<file path="src/rtl/shift_sequencer_pkg.sv">
// Shared types and constants for the shift sequencer: FSM state encoding,
// default datapath sizes and the shift-count clamp.
package shift_sequencer_pkg;

  localparam int WIDTH_DEF = 4;
  localparam int CNT_W_DEF = 3;

  typedef enum logic [1:0] {
    IDLE  = 2'd0,
    SHIFT = 2'd1,
    DONE  = 2'd2
  } state_t;

  // Requests may ask for more shifts than the register holds; beyond WIDTH
  // the word is already all zeros, so the count saturates there.
  function automatic int unsigned clamp_count(input int unsigned cnt,
                                              input int unsigned width);
    return (cnt > width) ? width : cnt;
  endfunction

endpackage

</file>
<file path="src/rtl/shift_sequencer_shift_core.sv">
// Right-shift register with zero fill; streams each shifted-out bit on k
// with a one-cycle k_valid strobe.
module shift_core #(
  parameter int WIDTH = 4
) (
  input  logic             clk,
  input  logic             rst,
  input  logic             load,
  input  logic [WIDTH-1:0] din,
  input  logic             shift_en,
  output logic [WIDTH-1:0] y,
  output logic             k,
  output logic             k_valid
);

  // NOTE: sequential state uses non-blocking assignments so every register
  // samples the pre-edge values of the others, independent of statement order.
  always_ff @(posedge clk) begin
    if (rst) begin
      y       <= '0;
      k       <= 1'b0;
      k_valid <= 1'b0;
    end else begin
      k_valid <= shift_en;
      if (load) begin
        y <= din;
      end else if (shift_en) begin
        y <= {1'b0, y[WIDTH-1:1]};
        k <= y[0];
      end
    end
  end

endmodule

</file>
<file path="src/rtl/shift_sequencer.sv">
// Round-robin arbiter and FSM sharing one right-shift datapath between two
// requesters; all outputs are registered.
module shift_sequencer
  import shift_sequencer_pkg::*;
#(
  parameter int WIDTH = WIDTH_DEF,
  parameter int CNT_W = CNT_W_DEF
) (
  input  logic             clk,
  input  logic             rst,
  input  logic [1:0]       req,
  input  logic [WIDTH-1:0] w0,
  input  logic [WIDTH-1:0] w1,
  input  logic [CNT_W-1:0] cnt0,
  input  logic [CNT_W-1:0] cnt1,
  output logic [1:0]       gnt,
  output logic             owner,
  output logic [WIDTH-1:0] y,
  output logic             k,
  output logic             k_valid,
  output logic             busy,
  output logic             done
);

  state_t           state, state_next;
  logic [CNT_W-1:0] rem;
  logic             last;

  logic             grant_any;
  logic             win;
  logic [WIDTH-1:0] sel_w;
  logic [CNT_W-1:0] sel_cnt;
  logic [CNT_W-1:0] load_rem;
  logic             shift_en;

  // A lone request always wins; on a tie the requester not served last wins.
  always_comb begin
    win = 1'b0;
    unique case (req)
      2'b01:   win = 1'b0;
      2'b10:   win = 1'b1;
      2'b11:   win = ~last;
      default: win = 1'b0;
    endcase
  end

  assign grant_any = (state == IDLE) && (req != 2'b00);
  assign sel_w     = win ? w1 : w0;
  assign sel_cnt   = win ? cnt1 : cnt0;
  assign load_rem  = CNT_W'(clamp_count(32'(sel_cnt), WIDTH));
  assign shift_en  = (state == SHIFT);

  // NOTE: state_next gets its default before the case so no path leaves it
  // unassigned, which would otherwise infer a latch.
  always_comb begin
    state_next = state;
    unique case (state)
      IDLE:    if (grant_any) state_next = (load_rem != '0) ? SHIFT : DONE;
      SHIFT:   if (rem == CNT_W'(1)) state_next = DONE;
      DONE:    state_next = IDLE;
      default: state_next = IDLE;
    endcase
  end

  always_ff @(posedge clk) begin
    if (rst) begin
      state <= IDLE;
      rem   <= '0;
      last  <= 1'b1;
      gnt   <= 2'b00;
      owner <= 1'b0;
      busy  <= 1'b0;
      done  <= 1'b0;
    end else begin
      state <= state_next;
      gnt   <= 2'b00;
      if (grant_any) begin
        gnt   <= win ? 2'b10 : 2'b01;
        owner <= win;
        last  <= win;
        rem   <= load_rem;
      end else if (shift_en) begin
        rem <= rem - CNT_W'(1);
      end
      // Registered from the next state so busy/done line up with the state.
      busy <= (state_next != IDLE);
      done <= (state_next == DONE);
    end
  end

  shift_core #(.WIDTH(WIDTH)) u_core (
    .clk      (clk),
    .rst      (rst),
    .load     (grant_any),
    .din      (sel_w),
    .shift_en (shift_en),
    .y        (y),
    .k        (k),
    .k_valid  (k_valid)
  );

endmodule

</file>
<file path="config.mk">
export PLATFORM = sky130hd
export DESIGN_NAME = shift_sequencer
export DESIGN_NICKNAME = d
export VERILOG_FILES = /design/src/rtl/shift_sequencer_pkg.sv /design/src/rtl/shift_sequencer_shift_core.sv /design/src/rtl/shift_sequencer.sv
export SDC_FILE = /design/constraint.sdc
export NUM_CORES = 1
export LEC_CHECK = 0
export ABC_AREA = 0
export CORE_MARGIN = 3
export CORE_UTILIZATION = 40
export CTS_CLUSTER_DIAMETER = 150
export CTS_CLUSTER_SIZE = 40
export DETAILED_ROUTE_END_ITERATION = 10
export MAX_ROUTING_LAYER = met4
export PLACE_DENSITY = 0.7
export SLEW_MARGIN = 10
export SYNTH_ARGS = -nofsm -noshare
export SYNTH_HDL_FRONTEND = slang
export SYNTH_SLANG_ARGS = --single-unit
</file>
<file path="constraint.sdc">
create_clock -name clk -period 1.8 [get_ports clk]
set_input_delay 0.18 -clock clk [delete_from_list [all_inputs] [get_ports clk]]
set_output_delay 0.18 -clock clk [all_outputs]
set_load 0.01 [all_outputs]
</file>
==> results of run 1 <==
logic make-up (layout without fill, tap and decap cells):
logic type	after synthesis	after routing	synth area share (%)
adder cells (fa/ha/maj)	2	2	3.13
flip-flops	17	17	42.6
AND/OR/NAND/NOR	30	30	19.4
AO/OA/AOI/OAI	23	23	24.1
buffers and inverters	7	42	4.38
multiplexers	5	5	6.42
sequential cells by signal (all words and copies together) (netlist names):
name and count:
owner 1, busy 1, done 1, u_core.y 4
last 1, gnt 2, u_core.k_valid 1, rem 3
state 2, u_core.k 1
cell usage after synthesis (all sizes together):
cell type,count
nor3b,3
a221oi,1
ha,2
mux2i,4
a21oi,5
a211oi,3
a31oi,1
nand2b,1
or3,1
clkbuf,1
o41ai,1
a32o,2
dfxtp,17
nor2b,3
o32ai,1
a311oi,2
o21ai,4
nor3,4
buf,2
nor2,8
nand2,9
a21boi,1
inv,4
and3,1
mux2,1
a2111oi,2
worst reg2reg max path, cell delays in order, from the launching register on:
cell	delay [ps]
dfxtp_1	400
or3_4	440
a311oi_1	270
a2111oi_2	90
worst max-delay path by stage:
stage / startpoint / end / slack, ps / depth (start not counted)
after floorplan: state[1]$_SDFF_PP0_ / rem[0]$_SDFFE_PP0P_ / 590 / 3
after global placement: req[1] / u_core.y[2]$_SDFFE_PP0P_ / 130 / 5
after detailed placement: req[1] / u_core.y[2]$_SDFFE_PP0P_ / 110 / 5
after CTS: u_core.y[3]$_SDFFE_PP0P_ / y[3] / 400 / 1
after global routing: state[0]$_SDFF_PP0_ / rem[0]$_SDFFE_PP0P_ / 320 / 4
final: u_core.y[3]$_SDFFE_PP0P_ / y[3] / 410 / 1
area by class of cell:
type	count	area, sq um	share of cell area [%]
Sequential cell	17	340	29.2
Timing Repair Buffer	34	325	28.0
Multi-Input combinational cell	60	424	36.5
Clock buffer	3	22.5	1.94
Tap cell	25	31.3	2.69
Inverter	4	15.0	1.29
Clock inverter	1	5.00	0.430
per-layer routing:
| layer | global-route usage (%) | vias up | part of all wire [%] |
|---|---|---|---|
| li1 | - | 380 | - |
| met1 | 21.1 | 342 | 48 |
| met2 | 24.3 | 19 | 46 |
| met3 | 5.34 | 2 | 5.5 |
| met4 | 2.69 | 0 | 0.56 |
| met5 | - | - | 0 |
cells in the final DEF (no fill, tap or decap):
cell and count:
clkdlybuf4s50_1 28, dfxtp_1 17, nand2_1 9, nor2_1 8, buf_4 6, a21oi_1 5, inv_1 4, mux2i_1 4
o21ai_0 4, nor2b_1 3, nor3b_1 3, nor3_1 3, a211oi_1 3, clkbuf_4 3, a2111oi_2 2, a32o_1 2
ha_1 2, nand2b_1 1, a21boi_4 1, or3_4 1, a311oi_1 1, nor3_2 1, a221oi_1 1, o41ai_1 1
o32ai_1 1, a311oi_2 1, and3_2 1, mux2_2 1, a31oi_1 1, clkinv_2 1
where the power goes:
part / internal (mW) / switching, mW / leakage [nW] / total (mW)
sequential: 0.438 / 0.0482 / 0.141 / 0.486
combinational: 0.212 / 0.178 / 0.288 / 0.391
clock: 0.0827 / 0.118 / 0.0177 / 0.200
through the flow:
| step | hold slack, ps | power, mW | area [sq um] | worst slack [ps] | cells |
|---|---|---|---|---|---|
| floorplan | 275 | 0.703 | 800 | 587 | 84 |
| global placement | 450 | 0.881 | 1140 | 126 | 140 |
| detailed placement | 455 | 0.887 | 1140 | 110 | 140 |
| CTS | 474 | 1.09 | 1160 | 404 | 144 |
| global route | 494 | 1.15 | 1160 | 324 | 144 |
| finish | 468 | 1.08 | 1160 | 413 | 144 |
==> summary.md, run 1 <==
| Metric | Value |
|---|---|
| Worst Setup Start Kind | register |
| Pre-antenna DRT Iters | 4 |
| Crit Path Max Fanout | 3 |
| Yosys top cell area share | 42.6% |
| Die width | 50.7 microns |
| Area growth syn-to-layout | 45.5% |
| Initial antenna violation count | 0 |
| DR DRC count | 0 |
| Port Buffers | 28 |
| GRT Overall Usage | 16.1% |
| Hold EP | owner$_SDFFE_PP0P_ |
| Wire length per cell | 12.5 microns |
| Clock Latency Late Sink | 290 ps |
| Final #Nets | 140 |
| Post-synthesis register bit count | 17 |
| Total congestion overflow | 0 |
| Cell count after synthesis | 84 |
| Final Util | 64.6% |
| Post-route antenna net violation count | 0 |
| Worst R2R Setup Slack | 490 ps |
| Worst VDD drop | 0.666 mV |
| Post-CTS setup buffer count | 0 |
| Post-layout minimum cycle time | 1390 ps |
| DIE AREA | 2570 sq um |
| Sinks on Clock Net | 17 |
| Fmax achieved | 0.721 GHz |
| YS warnings | 0 |
| Max cap viols | 0 |
| Share of cells above drive strength 1 | 15.1% |
| Data arrival time of the worst path | 1210 ps |
| Antenna diode count | 0 |
| Clk_skew | 4.16 ps |
| CTS max path bufs | 2 |
| Rel. slew slack | 73.0% |
| Top cells by area, synth | dfxtp_1 43%, mux2i_1 5.0%, nand2_1 4.2% |
| Count of cell types in the netlist | 29 |
| Pwr per Cell Area | 926 nW/um^2 |
| Vias per cell | 5.16 |
| Post-synthesis sequential area ratio | 42.6% |
| Setup TNS Final | 0 ps |
| Worst-path clk slew | 100 ps |
| HP Class | register to register |
| CTS Root Cell | clkbuf_4 |
| Final period util | 77.0% |
| Post-CTS Resized | 0 |
| Top Ports | 29 |
| P_leak | 0.446 nW |
| Final WL | 1.80 mm |
| Worst path slowest cell | clkdlybuf4s50_1 |
| Largest net degree at the start of global routing | 11 |
| Global-route wire length before repair | 3.06 mm |
| Setup violators final | 0 |
| R2r endpoint | rem[0]$_SDFFE_PP0P_ |
| Post-DP HPWL | 1.45 mm |
| RSZ-0062 raised after global routing | no |
| Vias | 743 |
| WS Path Type | register to output pin |
| Syn_nets | 104 |
| CTS Buf Count | 3 |
| Vias in the first global route | 681 |
| Die Y | 50.7 microns |
| CP cell instances | clkdlybuf4s50_1 |
| CP top delay family | buffers and inverters |
| Final Hold Fails | 0 |
| Initial core utilization | 44.4% |
| Worst reg-to-reg path cell count | 3 |
| Synthesized area per cell | 9.52 sq um |
| Hold path cells | 2 |
| CTS tree | built |
| Worst Path Buf+Inv | 1 |
| Tightest Pin Transition | 401 ps |
| Critical Path RT | 1620 ps |
| CP peak stage delay | 550 ps |
| Final GP Congestion | 0.798 |
| Core ar. | 1800 sq um |
| Crit end category | output pin |
| # fillers | 173 |
| Max Slew Vio Count | 0 |
| DRT iter0 DRCs | 14 |
| Hold path start | owner$_SDFFE_PP0P_ |
| Mapped Area | 800 sq um |
| Cell taking the most area after synthesis | dfxtp_1 |
| Reg-to-reg startpoint | state[1]$_SDFF_PP0_ |
| H-tree Lvls | 1 |
| Status | complete, no violations |
| FP Rows | 15 |
| Hold-fix buffers, CTS | 0 |
No activity file was read; power rests on OpenSTA's default activity.
==> run 2: changes to the inputs <==
clock period = 1.31 ns   (was 1.8 ns; I/O delays follow)
==> run 2 against run 1 <==
Register-to-register slack worse by 440 ps. Clock-buffer cell count unchanged. Flip-flop and latch count unchanged. Non-clock buffer count up 10. Sequential share of layout area down 2.0 points. Die area unchanged. Wire length up 15%. Clock power up 51%. Sequential power up 38%. Worst setup slack worse by 380 ps. Final area up 8.6%. Critical endpoint is now gnt[1]. Highest routed layer unchanged.
==> summary.md, run 2 (synthesis gave the netlist of run 1 again) <==
| Metric | Value |
|---|---|
| Status | complete, no violations |
| Pre-CTS setup slack | -312 ps |
| Max FFs per register | 4 |
| Final #Nets | 150 |
| DRT iter0 DRCs | 12 |
| Vias per cell | 5.19 |
| CP peak stage delay | 530 ps |
| Wire length per cell | 13.4 microns |
| Max Slew Vio Count | 0 |
| WS Path Type | register to output pin |
| Area after DPL | 1200 sq um |
| CTS tree | built |
| Initial antenna violation count | 0 |
| DR DRC count | 0 |
| Initial core utilization | 44.4% |
| Sequential cell area | 344 sq um |
| Comb pwr share | 37.2% |
| # fillers | 152 |
| FP Rows | 15 |
| Most frequent cells in the layout | 16 x clkdlybuf4s50_1, 15 x buf_4, 14 x dfxtp_1, 9 x nand2_1, 8 x nor2_1 |
| Largest registers | u_core.y (4), rem (3) |
| Crit end category | output pin |
| Largest net degree at the start of global routing | 12 |
| Antenna diode count | 0 |
| Crit Path Max Fanout | 1 |
| Post-layout minimum cycle time | 1280 ps |
| Worst path slowest cell | clkdlybuf4s50_1 |
| Global-route wire length before repair | 3.54 mm |
| Die width | 50.7 microns |
| CTS Root Cell | clkbuf_4 |
| Total congestion overflow | 0 |
| Final WL | 2.06 mm |
| Critical Path RT | 1180 ps |
| Non-Filler Cell Area, Final | 1260 sq um |
| HP Class | input pin to register |
| P_leak | 0.596 nW |
| Global-route track usage on met2 | 30.7% |
| CP top delay family | buffers and inverters |
| H-tree Lvls | 1 |
| M3 GR Usage | 2.67% |
| DIE AREA | 2570 sq um |
| Hold-fix buffers, CTS | 0 |
| Clock Latency Late Sink | 300 ps |
| Post-route antenna net violation count | 0 |
| Worst-path clk slew | 120 ps |
| Data arrival time of the worst path | 1140 ps |
| Pwr per Cell Area | 1220 nW/um^2 |
| Tightest Pin Transition | 345 ps |
| Pre-antenna DRT Iters | 4 |
| Setup violators final | 0 |
| Share of cells above drive strength 1 | 25.6% |
| Sinks on Clock Net | 17 |
| Post-DP HPWL | 1.62 mm |
| GRT Overall Usage | 18.8% |
| CP cell instances | clkdlybuf4s50_1 |
| Port Buffers | 28 |
| Clk_skew | 7.84 ps |
| Area growth syn-to-layout | 58.1% |
| Die Y | 50.7 microns |
| Worst VDD drop | 0.686 mV |
| Top Usage Layer GRT | met2 |
| Max cap viols | 0 |
| Sequential Power Share | 43.3% |
| Fmax achieved | 0.784 GHz |
| Sw Share | 33.3% |
| Final Hold Fails | 0 |
| Worst Setup Start Kind | register |
| Final GP Congestion | 0.800 |
| RSZ-0062 raised after global routing | yes |
| Met1 Use GR | 24.1% |
| CTS max path bufs | 2 |
| Final worst slack | 34.9 ps |
| Worst Path Buf+Inv | 1 |
| Net Switching | 515 uW |
| P_int | 1.03 mW |
| Vias | 799 |
| Vias in the first global route | 772 |
| Top Ports | 29 |
| Rel. slew slack | 76.8% |
| Commonest non-fill, non-tap cell in the layout | clkdlybuf4s50_1 |
| Core ar. | 1800 sq um |
| Clk pwr share | 19.5% |
| Top reg by flops | u_core.y |
| Multi-input logic area | 432 sq um |
| Final period util | 97.3% |
| CTS Buf Count | 3 |
==> run 2: changes by cell type in the layout (fill, tap and decap cells not counted), moves of 3 or more <==
cell	change
buf_4	+9
dfxtp_2	+3
dlymetal6s2s_1	+6
clkdlybuf4s50_1	-12
dfxtp_1	-3
dlygate4sd2_1	+6
==> run 2: power by group through the flow <==
stage / sequential (mW) / combinational (mW) / clock, mW
after CTS: 0.666 / 0.558 / 0.305
final: 0.670 / 0.575 / 0.302
after floorplan: 0.692 / 0.274 / 0
after global placement: 0.674 / 0.565 / 0
after global routing: 0.684 / 0.637 / 0.328
after detailed placement: 0.679 / 0.577 / 0
==> run 2: layout make-up <==
| cell class | instances | area share, % |
|---|---|---|
| clock buffer | 3 | 1.78 |
| clock inverter | 1 | 0.594 |
| inverter | 4 | 1.19 |
| multi-input combinational | 60 | 34.2 |
| sequential | 17 | 27.2 |
| tap | 25 | 2.48 |
| timing repair buffer | 44 | 32.6 |
==> run 2: metal layers <==
layer / routed length (microns) / up-vias
met4: 10 / 0
met3: 58 / 2
met5: 0 / -
li1: - / 400
met1: 956 / 380
met2: 1040 / 17
==> run 2: through the flow <==
| step | power (mW) | TNS [ps] | hold WS, ps | cells | util (%) |
|---|---|---|---|---|---|
| after floorplan | 0.966 | 0 | 226 | 84 | - |
| after global placement | 1.24 | -2640 | 444 | 148 | 66.4 |
| after detailed placement | 1.26 | -3070 | 470 | 148 | 66.4 |
| after CTS | 1.53 | 0 | 475 | 152 | 67.6 |
| after global routing | 1.65 | -15.9 | 397 | 154 | 70.1 |
| final | 1.55 | 0 | 357 | 154 | 70.1 |
==> run 2: what timing repair did <==
action	in CTS	in global routing
pin swaps	0	2
buffers inserted	0	2
gates resized for setup	6	12
endpoints found under the setup margin	6	12
==> run 2: final timing paths <==
check	from	end	slack, ps	depth (start not counted)
hold / removal	req[1]	busy$_SDFF_PP0_	360	4
setup reg to reg	state[1]$_SDFF_PP0_	rem[0]$_SDFFE_PP0P_	50	3
hold reg to reg	u_core.y[0]$_SDFFE_PP0P_	u_core.k$_SDFFE_PP0P_	470	2
setup / recovery	gnt[1]$_SDFF_PP0_	gnt[1]	30	1
